$ cat src/rtl/sample_half_fifo_if.sv
// sample_half_fifo_if -- write/read handshake bundle for sample_half_fifo.
//   master : sampling side and downstream consumer (drives wr_en, wr_data, rd_en)
//   slave  : the FIFO (drives full, empty, rd_data, rd_valid, above_half, underrun)
interface sample_half_fifo_if #(
  parameter int unsigned DATA_W = 16
);
  logic              wr_en;
  logic [DATA_W-1:0] wr_data;
  logic              full;
  logic              rd_en;
  logic [DATA_W-1:0] rd_data;
  logic              rd_valid;
  logic              empty;
  logic              above_half;
  logic              underrun;

  modport master (
    output wr_en, wr_data, rd_en,
    input  full, rd_data, rd_valid, empty, above_half, underrun
  );

  modport slave (
    input  wr_en, wr_data, rd_en,
    output full, rd_data, rd_valid, empty, above_half, underrun
  );
endinterface

$ cat src/rtl/sample_half_fifo.sv
// sample_half_fifo -- circular sample buffer with a half-full stream enable.
// A FILL/RUN state machine raises above_half once the buffer is at least half
// full and holds it (hysteresis) until a read is attempted on an empty buffer,
// which sets the sticky underrun flag and returns to FILL.
//
// Ports:
//   clk      single clock
//   rst_n    asynchronous active-low reset
//   bus      sample_half_fifo_if.slave (wr_en/wr_data/full, rd_en/rd_data/
//            rd_valid/empty, above_half, underrun); all outputs registered
//   drop_cnt 16-bit saturating count of writes rejected while full
//            (present only when SAMPLE_HALF_FIFO_DROP_CNT_EN is defined)
//
// DATA_W must match the interface instance; DEPTH must be a power of two >= 4.
module sample_half_fifo #(
  parameter int unsigned DATA_W = 16,
  parameter int unsigned DEPTH  = 64
) (
  input  logic                 clk,
  input  logic                 rst_n,
  sample_half_fifo_if.slave    bus
`ifdef SAMPLE_HALF_FIFO_DROP_CNT_EN
  ,
  output logic [15:0]          drop_cnt
`endif
);

  localparam int unsigned AW = $clog2(DEPTH);
  localparam int unsigned CW = AW + 1;

  typedef enum logic {
    FILL = 1'b0,
    RUN  = 1'b1
  } state_t;

  state_t            state;
  state_t            state_nxt;
  logic [AW-1:0]     wr_ptr;
  logic [AW-1:0]     rd_ptr;
  logic [CW-1:0]     count;
  logic [CW-1:0]     count_nxt;
  logic              wr_acc;
  logic              rd_acc;
  logic              ur_evt;
  logic [DATA_W-1:0] mem [DEPTH];

  // Accept decisions, post-update count and next FSM state.
  always_comb begin
    wr_acc    = bus.wr_en && !bus.full;
    rd_acc    = bus.rd_en && !bus.empty;
    ur_evt    = (state == RUN) && bus.rd_en && bus.empty;
    count_nxt = count + CW'(wr_acc) - CW'(rd_acc);
    state_nxt = state;
    case (state)
      FILL:    if (count_nxt >= CW'(DEPTH / 2)) state_nxt = RUN;
      RUN:     if (ur_evt) state_nxt = FILL;
      default: state_nxt = FILL;
    endcase
  end

  // FSM state and its registered stream-enable output.
  always_ff @(posedge clk or negedge rst_n) begin
    if (!rst_n) begin
      state          <= FILL;
      bus.above_half <= 1'b0;
    end else begin
      state          <= state_nxt;
      bus.above_half <= (state_nxt == RUN);
    end
  end

  // Pointers, occupancy, flags and the registered read port.
  always_ff @(posedge clk or negedge rst_n) begin
    if (!rst_n) begin
      wr_ptr       <= '0;
      rd_ptr       <= '0;
      count        <= '0;
      bus.full     <= 1'b0;
      bus.empty    <= 1'b1;
      bus.rd_data  <= '0;
      bus.rd_valid <= 1'b0;
      bus.underrun <= 1'b0;
    end else begin
      if (wr_acc) wr_ptr <= wr_ptr + AW'(1);
      if (rd_acc) begin
        rd_ptr      <= rd_ptr + AW'(1);
        bus.rd_data <= mem[rd_ptr];
      end
      bus.rd_valid <= rd_acc;
      count        <= count_nxt;
      // Flags track the next count so they are valid the cycle it lands.
      bus.full     <= (count_nxt == CW'(DEPTH));
      bus.empty    <= (count_nxt == '0);
      if (ur_evt) bus.underrun <= 1'b1;
    end
  end

  // Sample storage; contents are don't-care after reset.
  always_ff @(posedge clk) begin
    if (wr_acc) mem[wr_ptr] <= bus.wr_data;
  end

`ifdef SAMPLE_HALF_FIFO_DROP_CNT_EN
  // Saturating count of writes lost to a full buffer.
  always_ff @(posedge clk or negedge rst_n) begin
    if (!rst_n) begin
      drop_cnt <= '0;
    end else if (bus.wr_en && bus.full && (drop_cnt != 16'hFFFF)) begin
      drop_cnt <= drop_cnt + 16'd1;
    end
  end
`endif

endmodule

$ cat src/flat_wrapper.sv
// flat-port wrapper written by rule: the top's interface ports become plain ports
module sample_half_fifo_flat 
#(
  parameter int unsigned DATA_W = 16,
  parameter int unsigned DEPTH  = 64
)
  (clk, rst_n, bus_wr_en, bus_wr_data, bus_rd_en, bus_full, bus_rd_data, bus_rd_valid, bus_empty, bus_above_half, bus_underrun);
  sample_half_fifo_if #(.DATA_W(DATA_W)) bus_i ();
  input  logic clk;
  input  logic rst_n;
  input wire logic [$bits(bus_i.wr_en)-1:0] bus_wr_en;
  input wire logic [$bits(bus_i.wr_data)-1:0] bus_wr_data;
  input wire logic [$bits(bus_i.rd_en)-1:0] bus_rd_en;
  output wire logic [$bits(bus_i.full)-1:0] bus_full;
  output wire logic [$bits(bus_i.rd_data)-1:0] bus_rd_data;
  output wire logic [$bits(bus_i.rd_valid)-1:0] bus_rd_valid;
  output wire logic [$bits(bus_i.empty)-1:0] bus_empty;
  output wire logic [$bits(bus_i.above_half)-1:0] bus_above_half;
  output wire logic [$bits(bus_i.underrun)-1:0] bus_underrun;
  assign bus_i.wr_en = bus_wr_en;
  assign bus_i.wr_data = bus_wr_data;
  assign bus_i.rd_en = bus_rd_en;
  assign bus_full = bus_i.full;
  assign bus_rd_data = bus_i.rd_data;
  assign bus_rd_valid = bus_i.rd_valid;
  assign bus_empty = bus_i.empty;
  assign bus_above_half = bus_i.above_half;
  assign bus_underrun = bus_i.underrun;
  sample_half_fifo #(.DATA_W(DATA_W), .DEPTH(DEPTH)) u_core (.clk(clk), .rst_n(rst_n), .bus(bus_i));
endmodule
$ cat config.mk
export PLATFORM = sky130hd
export DESIGN_NAME = sample_half_fifo_flat
export DESIGN_NICKNAME = d
export VERILOG_FILES = /design/src/rtl/sample_half_fifo_if.sv /design/src/rtl/sample_half_fifo.sv /design/src/flat_wrapper.sv
export SDC_FILE = /design/constraint.sdc
export NUM_CORES = 1
export LEC_CHECK = 0
export CAP_MARGIN = 0
export CORE_MARGIN = 10
export CORE_UTILIZATION = 45
export CTS_CLUSTER_SIZE = 24
export DETAILED_ROUTE_END_ITERATION = 10
export PLACE_DENSITY_LB_ADDON = 0.15
export SYNTH_ARGS = -nofsm -noshare
export SYNTH_HDL_FRONTEND = slang
export SYNTH_SLANG_ARGS = --single-unit
$ cat constraint.sdc
create_clock -name clk -period 4.7 [get_ports clk]
set_input_delay 0.94 -clock clk [delete_from_list [all_inputs] [get_ports clk]]
set_output_delay 0.94 -clock clk [all_outputs]
set_load 0.01 [all_outputs]
==> metrics.yaml, run 1 <==
synth-async-reset-ratio_pct: 3.76
grt_use_met2_pct: 30.7
clock-root-buffer: "clkbuf_16"
slew_headroom_pct: 34.7
first_pass_iters: 5
synth-seq-cells: 1064
dp_cells: 3085
overflow: 0
core-area_sq_mm: 0.0901
worst_setup_path_start_kind: "flip-flop"
worst-endpoint-arrival_ns: 3.92
die_h_um: 322
cts_tree: "built"
clkPwrFrac_pct: 29.8
p_leak_nw: 14.7
io_pins: 41
status: "complete, no violations"
dieWidth_um: 322
ys_warn_count: 0
nNetsFinal: 2050
drv_slew: 0
ys_types: 51
final_cells: 3285
crit_fanout: 51
fin_area_sq_mm: 0.0465
place_congestion: 0.919
vias_per_cell: 5.95
insertion_delay_ns: 0.69
synthToLayoutAreaGrowth_pct: 13.5
clk_pin_slew_ns: 0.07
setup_ws_ns: 1.41
layout_common_cells: "edfxtp_1 (1024), mux4_2 (254), clkbuf_16 (113), buf_4 (111), nor2_1 (83)"
antenna_found_initial: 0
p_per_area_mw_per_mm2: 585
setup_viol: 0
syn_area_sq_mm: 0.0410
track_usage_pct: 19.5
ys.flop_type: "edfxtp_1"
synth-edff-count: 1024
fin_worst_skew_ns: 0.0377
critPathKind: "flip-flop to flip-flop"
swShare_pct: 31.1
final_core_util_pct: 51.6
drc: 0
setup_tns_ns: 0
post_cts_buffers: 0
grtUsageMet3_pct: 4.02
cp.required_ns: 5.32
critPathMaxStageDelay_ns: 1.00
worstSetupEndpointType: "flip-flop"
synthCells: 1859
initial_core_util_pct: 45.4
cts_max_path_buffers: 3
top_usage_layer: "met2"
max-cap-violations: 0
vias: 19600
cp_slowest_cell: "dfrtp_4"
io_buffers: 40
min_period_ns: 3.29
wl_mm: 101
pwr-share-seq_pct: 42.0
dieArea_sq_mm: 0.104
drtIter0Drc: 1938
avgSynthCellArea_sq_um: 22.0
tightest_slew_ns: 0.980
cts_sinks: 1064
drive_gt1_share_pct: 27.1
placed_area_sq_mm: 0.0432
dp_slack_ns: 0.954
p_comb_share_pct: 28.2
p_int_w: 0.0188
p_sw_w: 0.00846
ir_worst_vdd_mv: 0.674
hold_viol: 0
htree_num_levels: 3
hp-class: "input pin to asynchronous set/reset pin"
use_met1_pct: 27.7
wire_per_inst_um: 30.7
rows: 110
worstPathCellList: "buf_12 -> nand2b_1 -> o22ai_1 -> o21ai_0 -> a221o_1"
synth_nets: 1889
cts.repair.resized: 0
cts_buffers: 109
rsz0062_at_grt: "false"
grt_max_degree: 79
fmax_ghz: 0.304
period_share_pct: 70.1
final_common_cell: "edfxtp_1"
ant_nets: 0
dp_hpwl_mm: 61.6
grt_first_pass_wirelength_mm: 145
ctsHoldBuffers: 0
yosysSeqAreaShare_pct: 77.5
grt_pass1_vias: 19600
==> worst paths after layout <==
kind	cells past startpoint	slack, ns	startpoint	endpoint
hold / removal	2	0.35	rst_n	u_core.count[3]
setup / recovery	5	1.41	u_core.rd_ptr[4]	u_core.bus.rd_data[3]
setup reg to reg	5	1.41	u_core.rd_ptr[4]	u_core.bus.rd_data[3]
hold reg to reg	1	0.49	u_core.bus.underrun	u_core.bus.underrun
min in group clk	1	0.49	u_core.bus.underrun	u_core.bus.underrun
max in group asynchronous	2	3.87	rst_n	u_core.rd_ptr[0]
==> layout make-up <==
class	count	area (sq um)
Multi-Input combinational cell	675	8640
Clock buffer	140	2930
Fill cell	7008	43600
Clock inverter	59	405
Antenna cell	1	2.50
Sequential cell	1064	31800
Tap cell	1176	1470
Inverter	14	52.6
Timing Repair Buffer	156	1250
==> synth_stat cells, types with 2 or more instances <==
library cell     n  share of area [%]
clkbuf_1        41               0.38
a21o_1           2              0.037
or3_1            4              0.061
a211oi_1        30               0.55
xnor2_1         10               0.21
nand3b_1         2              0.037
a221o_1         14               0.34
inv_1           14               0.13
buf_1           17               0.16
o21ai_1          3              0.037
xor2_1           3              0.064
buf_2           31               0.38
nand3_1          8              0.098
mux4_2         254                 14
buf_6            9               0.25
nand2_1         24               0.22
nor3_1           8              0.098
and3b_1          2              0.043
or3b_2           2              0.043
nor2_1          83               0.76
edfxtp_1      1024                 75
mux2_2          29               0.80
dfrtp_1         39                2.4
mux2i_1         41                1.0
o22ai_1         33               0.50
and2_1           2              0.031
buf_4            8               0.15
ha_1             9               0.27
a21oi_1          3              0.037
o21ai_0         33               0.40
nor2b_1         20               0.31
o221ai_1        14               0.30
and3_1           2              0.031
a221oi_1        16               0.34
nand2b_1         9               0.14
==> flip-flops by register name, summed over array words and instances (netlist names) <==
| signal | cells |
|---|---|
| u_core.bus.above_half | 1 |
| u_core.bus.empty | 1 |
| u_core.bus.full | 1 |
| u_core.bus.rd_data | 16 |
| u_core.bus.rd_valid | 1 |
| u_core.bus.underrun | 1 |
| u_core.count | 7 |
| u_core.mem | 1024 |
| u_core.rd_ptr | 6 |
| u_core.wr_ptr | 6 |
==> layer usage <==
metal / vias up / routed length [um] / part of all wire [%]
met4: 0 / 2200 / 2.2
met2: 674 / 47700 / 47
li1: 8162 / - / -
met5: - / 0 / 0
met3: 128 / 7210 / 7.1
met1: 10600 / 43700 / 43
==> power groups by stage <==
| stage | Combinational [W] | Clock [W] | Sequential, W |
|---|---|---|---|
| global route | 0.00817 | 0.00865 | 0.0115 |
| global placement | 0.00777 | 0 | 0.0116 |
| finish | 0.00767 | 0.00811 | 0.0114 |
| CTS | 0.00780 | 0.00826 | 0.0114 |
| floorplan | 0.00515 | 0 | 0.0113 |
| detailed placement | 0.00779 | 0 | 0.0116 |
==> critical path, delay by kind of cell, from the launching register on <==
kind	cells	cell delay, ns
compound gates	3	1.15
simple gates	1	0.60
buf+inv	1	0.41
flops	1	1.00
==> stage by stage <==
step                      power (W)  hold slack [ns]
final                        0.0272            0.352
after global placement       0.0194            0.454
after global routing         0.0283            0.379
after detailed placement     0.0194            0.488
after CTS                    0.0275            0.325
after floorplan              0.0164            0.482
==> cell families (layout without fill, tap and decap cells) <==
group | after synthesis | count (layout) | share of synthesized area, %
compound gates | 157 | 157 | 2.75
xor+xnor | 13 | 13 | 0.278
fa+ha+maj | 10 | 10 | 0.324
buf+inv | 120 | 369 | 1.43
flops | 1064 | 1064 | 77.5
mux | 324 | 324 | 15.8
other cells | 0 | 1 | 0
simple gates | 171 | 171 | 1.95
(Power assumes the default switching activity.)
==> run 2, diff against run 1 <==
==> constraint.sdc (replaced) <==
create_clock -name clk -period 3.3 [get_ports clk]
set_input_delay 0.66 -clock clk [delete_from_list [all_inputs] [get_ports clk]]
set_output_delay 0.66 -clock clk [all_outputs]
set_load 0.01 [all_outputs]
==> run 2 against run 1 <==
Compared with the run above:
- sequential share of layout area decreased by 1.9 points
- cell area grew 2.8%
- setup slack got worse by 1.0 ns
- clock skew rose by 0.0048 ns
- die area is the same
- fmax rose by 13%
- sequential cell count is the same
- critical path type unchanged
- critical endpoint is now u_core.bus.rd_data[15]
- highest routed layer unchanged
==> metrics.yaml, run 2 (synthesized netlist as in run 1, its figures left out) <==
status: "complete, no violations"  # unchanged
cp.required_ns: 3.85  # was 5.32 ns
wire_per_inst_um: 29.9  # was 30.7 um
worstSetupEndpointType: "flip-flop"  # unchanged
pwr-share-seq_pct: 40.2  # was 42.0%
clk_pin_slew_ns: 0.06  # was 0.07 ns
rows: 110  # unchanged
clock-root-buffer: "clkbuf_16"  # unchanged
drc: 0  # unchanged
track_usage_pct: 19.4  # was 19.5%
synthToLayoutAreaGrowth_pct: 16.7  # was 13.5%
slew_headroom_pct: 29.4  # was 34.7%
p_per_area_mw_per_mm2: 840  # was 585 mW/mm^2
min_period_ns: 2.92  # was 3.29 ns
initial_core_util_pct: 45.4  # unchanged
fmax_ghz: 0.343  # was 0.304 GHz
vias_per_cell: 5.92  # was 5.95
drtIter0Drc: 2028  # was 1938
grt_max_degree: 65  # was 79
dp_hpwl_mm: 62.0  # was 61.6 mm
n_antenna_cell: 0  # was 1
ctsHoldBuffers: 0  # unchanged
drv_slew: 0  # unchanged
dp_cells: 3155  # was 3085
ant_nets: 0  # unchanged
tightest_slew_ns: 1.06  # was 0.980 ns
dieWidth_um: 322  # unchanged
io_buffers: 40  # unchanged
vias: 19900  # was 19600
p_int_w: 0.0281  # was 0.0188 W
cp_common_cell: "buf_4"
first_pass_iters: 5  # unchanged
worst_setup_path_start_kind: "flip-flop"  # unchanged
final_cells: 3362  # was 3285
die_h_um: 322  # unchanged
ir_worst_vdd_mv: 0.514  # was 0.674 mV
core-area_sq_mm: 0.0901  # unchanged
worst-endpoint-arrival_ns: 3.47  # was 3.92 ns
insertion_delay_ns: 0.69  # about the same
dieArea_sq_mm: 0.104  # unchanged
post_cts_buffers: 0  # unchanged
htree_num_levels: 3  # unchanged
dp_slack_ns: -0.0793  # was 0.954 ns
grt_pass1_vias: 20100  # was 19600
num-fill-cells: 6937  # was 7008
period_share_pct: 88.4  # was 70.1%
cts_buffers: 109  # unchanged
nNetsFinal: 2120  # was 2050
final_common_cell: "edfxtp_1"  # unchanged
reg_top3: "u_core.mem: 1024 flops, u_core.bus.rd_data: 16 flops, u_core.count: 7 flops"  # unchanged
hp-class: "input pin to asynchronous set/reset pin"  # unchanged
max-cap-violations: 0  # unchanged
overflow: 0  # unchanged
p_comb_share_pct: 28.8  # was 28.2%
placed_area_sq_mm: 0.0442  # was 0.0432 sq mm
grt_first_pass_wirelength_mm: 146  # was 145 mm
cts_sinks: 1064  # unchanged
setup_ws_ns: 0.384  # was 1.41 ns
drive_gt1_share_pct: 29.7  # was 27.1%
fin_area_sq_mm: 0.0478  # was 0.0465 sq mm
antenna_found_initial: 1  # was 0
setup_viol: 0  # unchanged
cts.repair.resized: 0  # unchanged
critPathMaxStageDelay_ns: 0.60  # was 1.00 ns
hold_viol: 0  # unchanged
crit_fanout: 28  # was 51
fin_worst_skew_ns: 0.0426  # was 0.0377 ns
clkPwrFrac_pct: 31.0  # was 29.8%
hold_slack_ns: 0.0889  # was 0.352 ns
place_congestion: 0.845  # was 0.919
cp_slowest_cell: "mux4_2"  # was dfrtp_4
p_sw_w: 0.0121  # was 0.00846 W
p_leak_nw: 15.3  # was 14.7 nW
io_pins: 41  # unchanged
cts_max_path_buffers: 3  # unchanged
wl_mm: 100  # was 101 mm
layout_common_cells: "edfxtp_1 (1024), mux4_2 (254), buf_4 (144), clkbuf_16 (111), nor2_1 (83)"  # was edfxtp_1 (1024), mux4_2 (254), clkbuf_16 (113), buf_4 (111), nor2_1 (83)
top_register: "u_core.mem"  # unchanged
cts_tree: "built"  # unchanged
rsz0062_at_grt: "false"  # unchanged
largest_reg_flops: 1024  # unchanged
critPathKind: "flip-flop to flip-flop"  # unchanged
worstPathCellList: "buf_12 -> buf_4 -> mux4_2 -> a2111oi_0 -> buf_4 -> a311oi_1 -> o221a_1"  # was buf_12 -> nand2b_1 -> o22ai_1 -> o21ai_0 -> a221o_1
swShare_pct: 30.1  # was 31.1%
## run 2: cell count changes in the layout (fill, tap and decap cells not counted), sizes merged
cell and change:
buf +70, inv +2, diode -1, clkinv -9
bufinv +9, clkbuf +4, clkinvlp +2
## run 2: power by group through the flow
| stage | logic, W | clock network, W | registers, W |
|---|---|---|---|
| 2_1_floorplan | 0.00733 | 0 | 0.0160 |
| 3_3_place_gp | 0.0117 | 0 | 0.0164 |
| 3_5_place_dp | 0.0117 | 0 | 0.0164 |
| 4_1_cts | 0.0118 | 0.0127 | 0.0161 |
| 5_1_grt | 0.0123 | 0.0133 | 0.0162 |
| 6_report | 0.0116 | 0.0124 | 0.0161 |
## run 2: stage by stage
stage	total power (W)	util (%)	TNS, ns
after global routing	0.0417	53.0	0
after global placement	0.0281	49.0	-0.224
after floorplan	0.0234	-	0
after CTS	0.0406	53.0	0
final	0.0402	53.0	0
after detailed placement	0.0281	49.0	-0.163
## run 2: cell type report
class	count	area [sq um]	area share, %
Clock buffer	144	2920	6.11
Clock inverter	63	726	1.52
Timing Repair Buffer	226	2240	4.68
Sequential cell	1064	31800	66.4
Tap cell	1176	1470	3.08
Multi-Input combinational cell	675	8640	18.1
Inverter	14	52.6	0.110
## run 2: path summary, 6_finish.rpt
| path | start | end | slack (ns) | depth (start not counted) |
|---|---|---|---|---|
| worst min register to register | u_core.bus.underrun | u_core.bus.underrun | 0.48 | 1 |
| max in group asynchronous | rst_n | u_core.bus.rd_data[4] | 2.51 | 2 |
| worst min-delay path | rst_n | u_core.count[5] | 0.09 | 1 |
| worst max-delay path | u_core.rd_ptr[0] | u_core.bus.rd_data[15] | 0.38 | 7 |
| worst max register to register | u_core.rd_ptr[0] | u_core.bus.rd_data[15] | 0.38 | 7 |
| min in group clk | bus_wr_data[6] | u_core.mem[27][6] | 0.36 | 1 |
## run 2: metal layers
metal	routed length [um]	GRT usage, %
met5	0	0
met4	2030	4.65
met3	6320	3.38
met2	48300	30.8
met1	43800	28.0
## run 2: critical path, delay by kind of cell (launching register included)
family / cells / cell delay (ns)
DFF: 1 / 0.50
muxes: 1 / 0.60
AOI/OAI and AO/OA: 3 / 0.88
buffers and inverters: 3 / 0.78
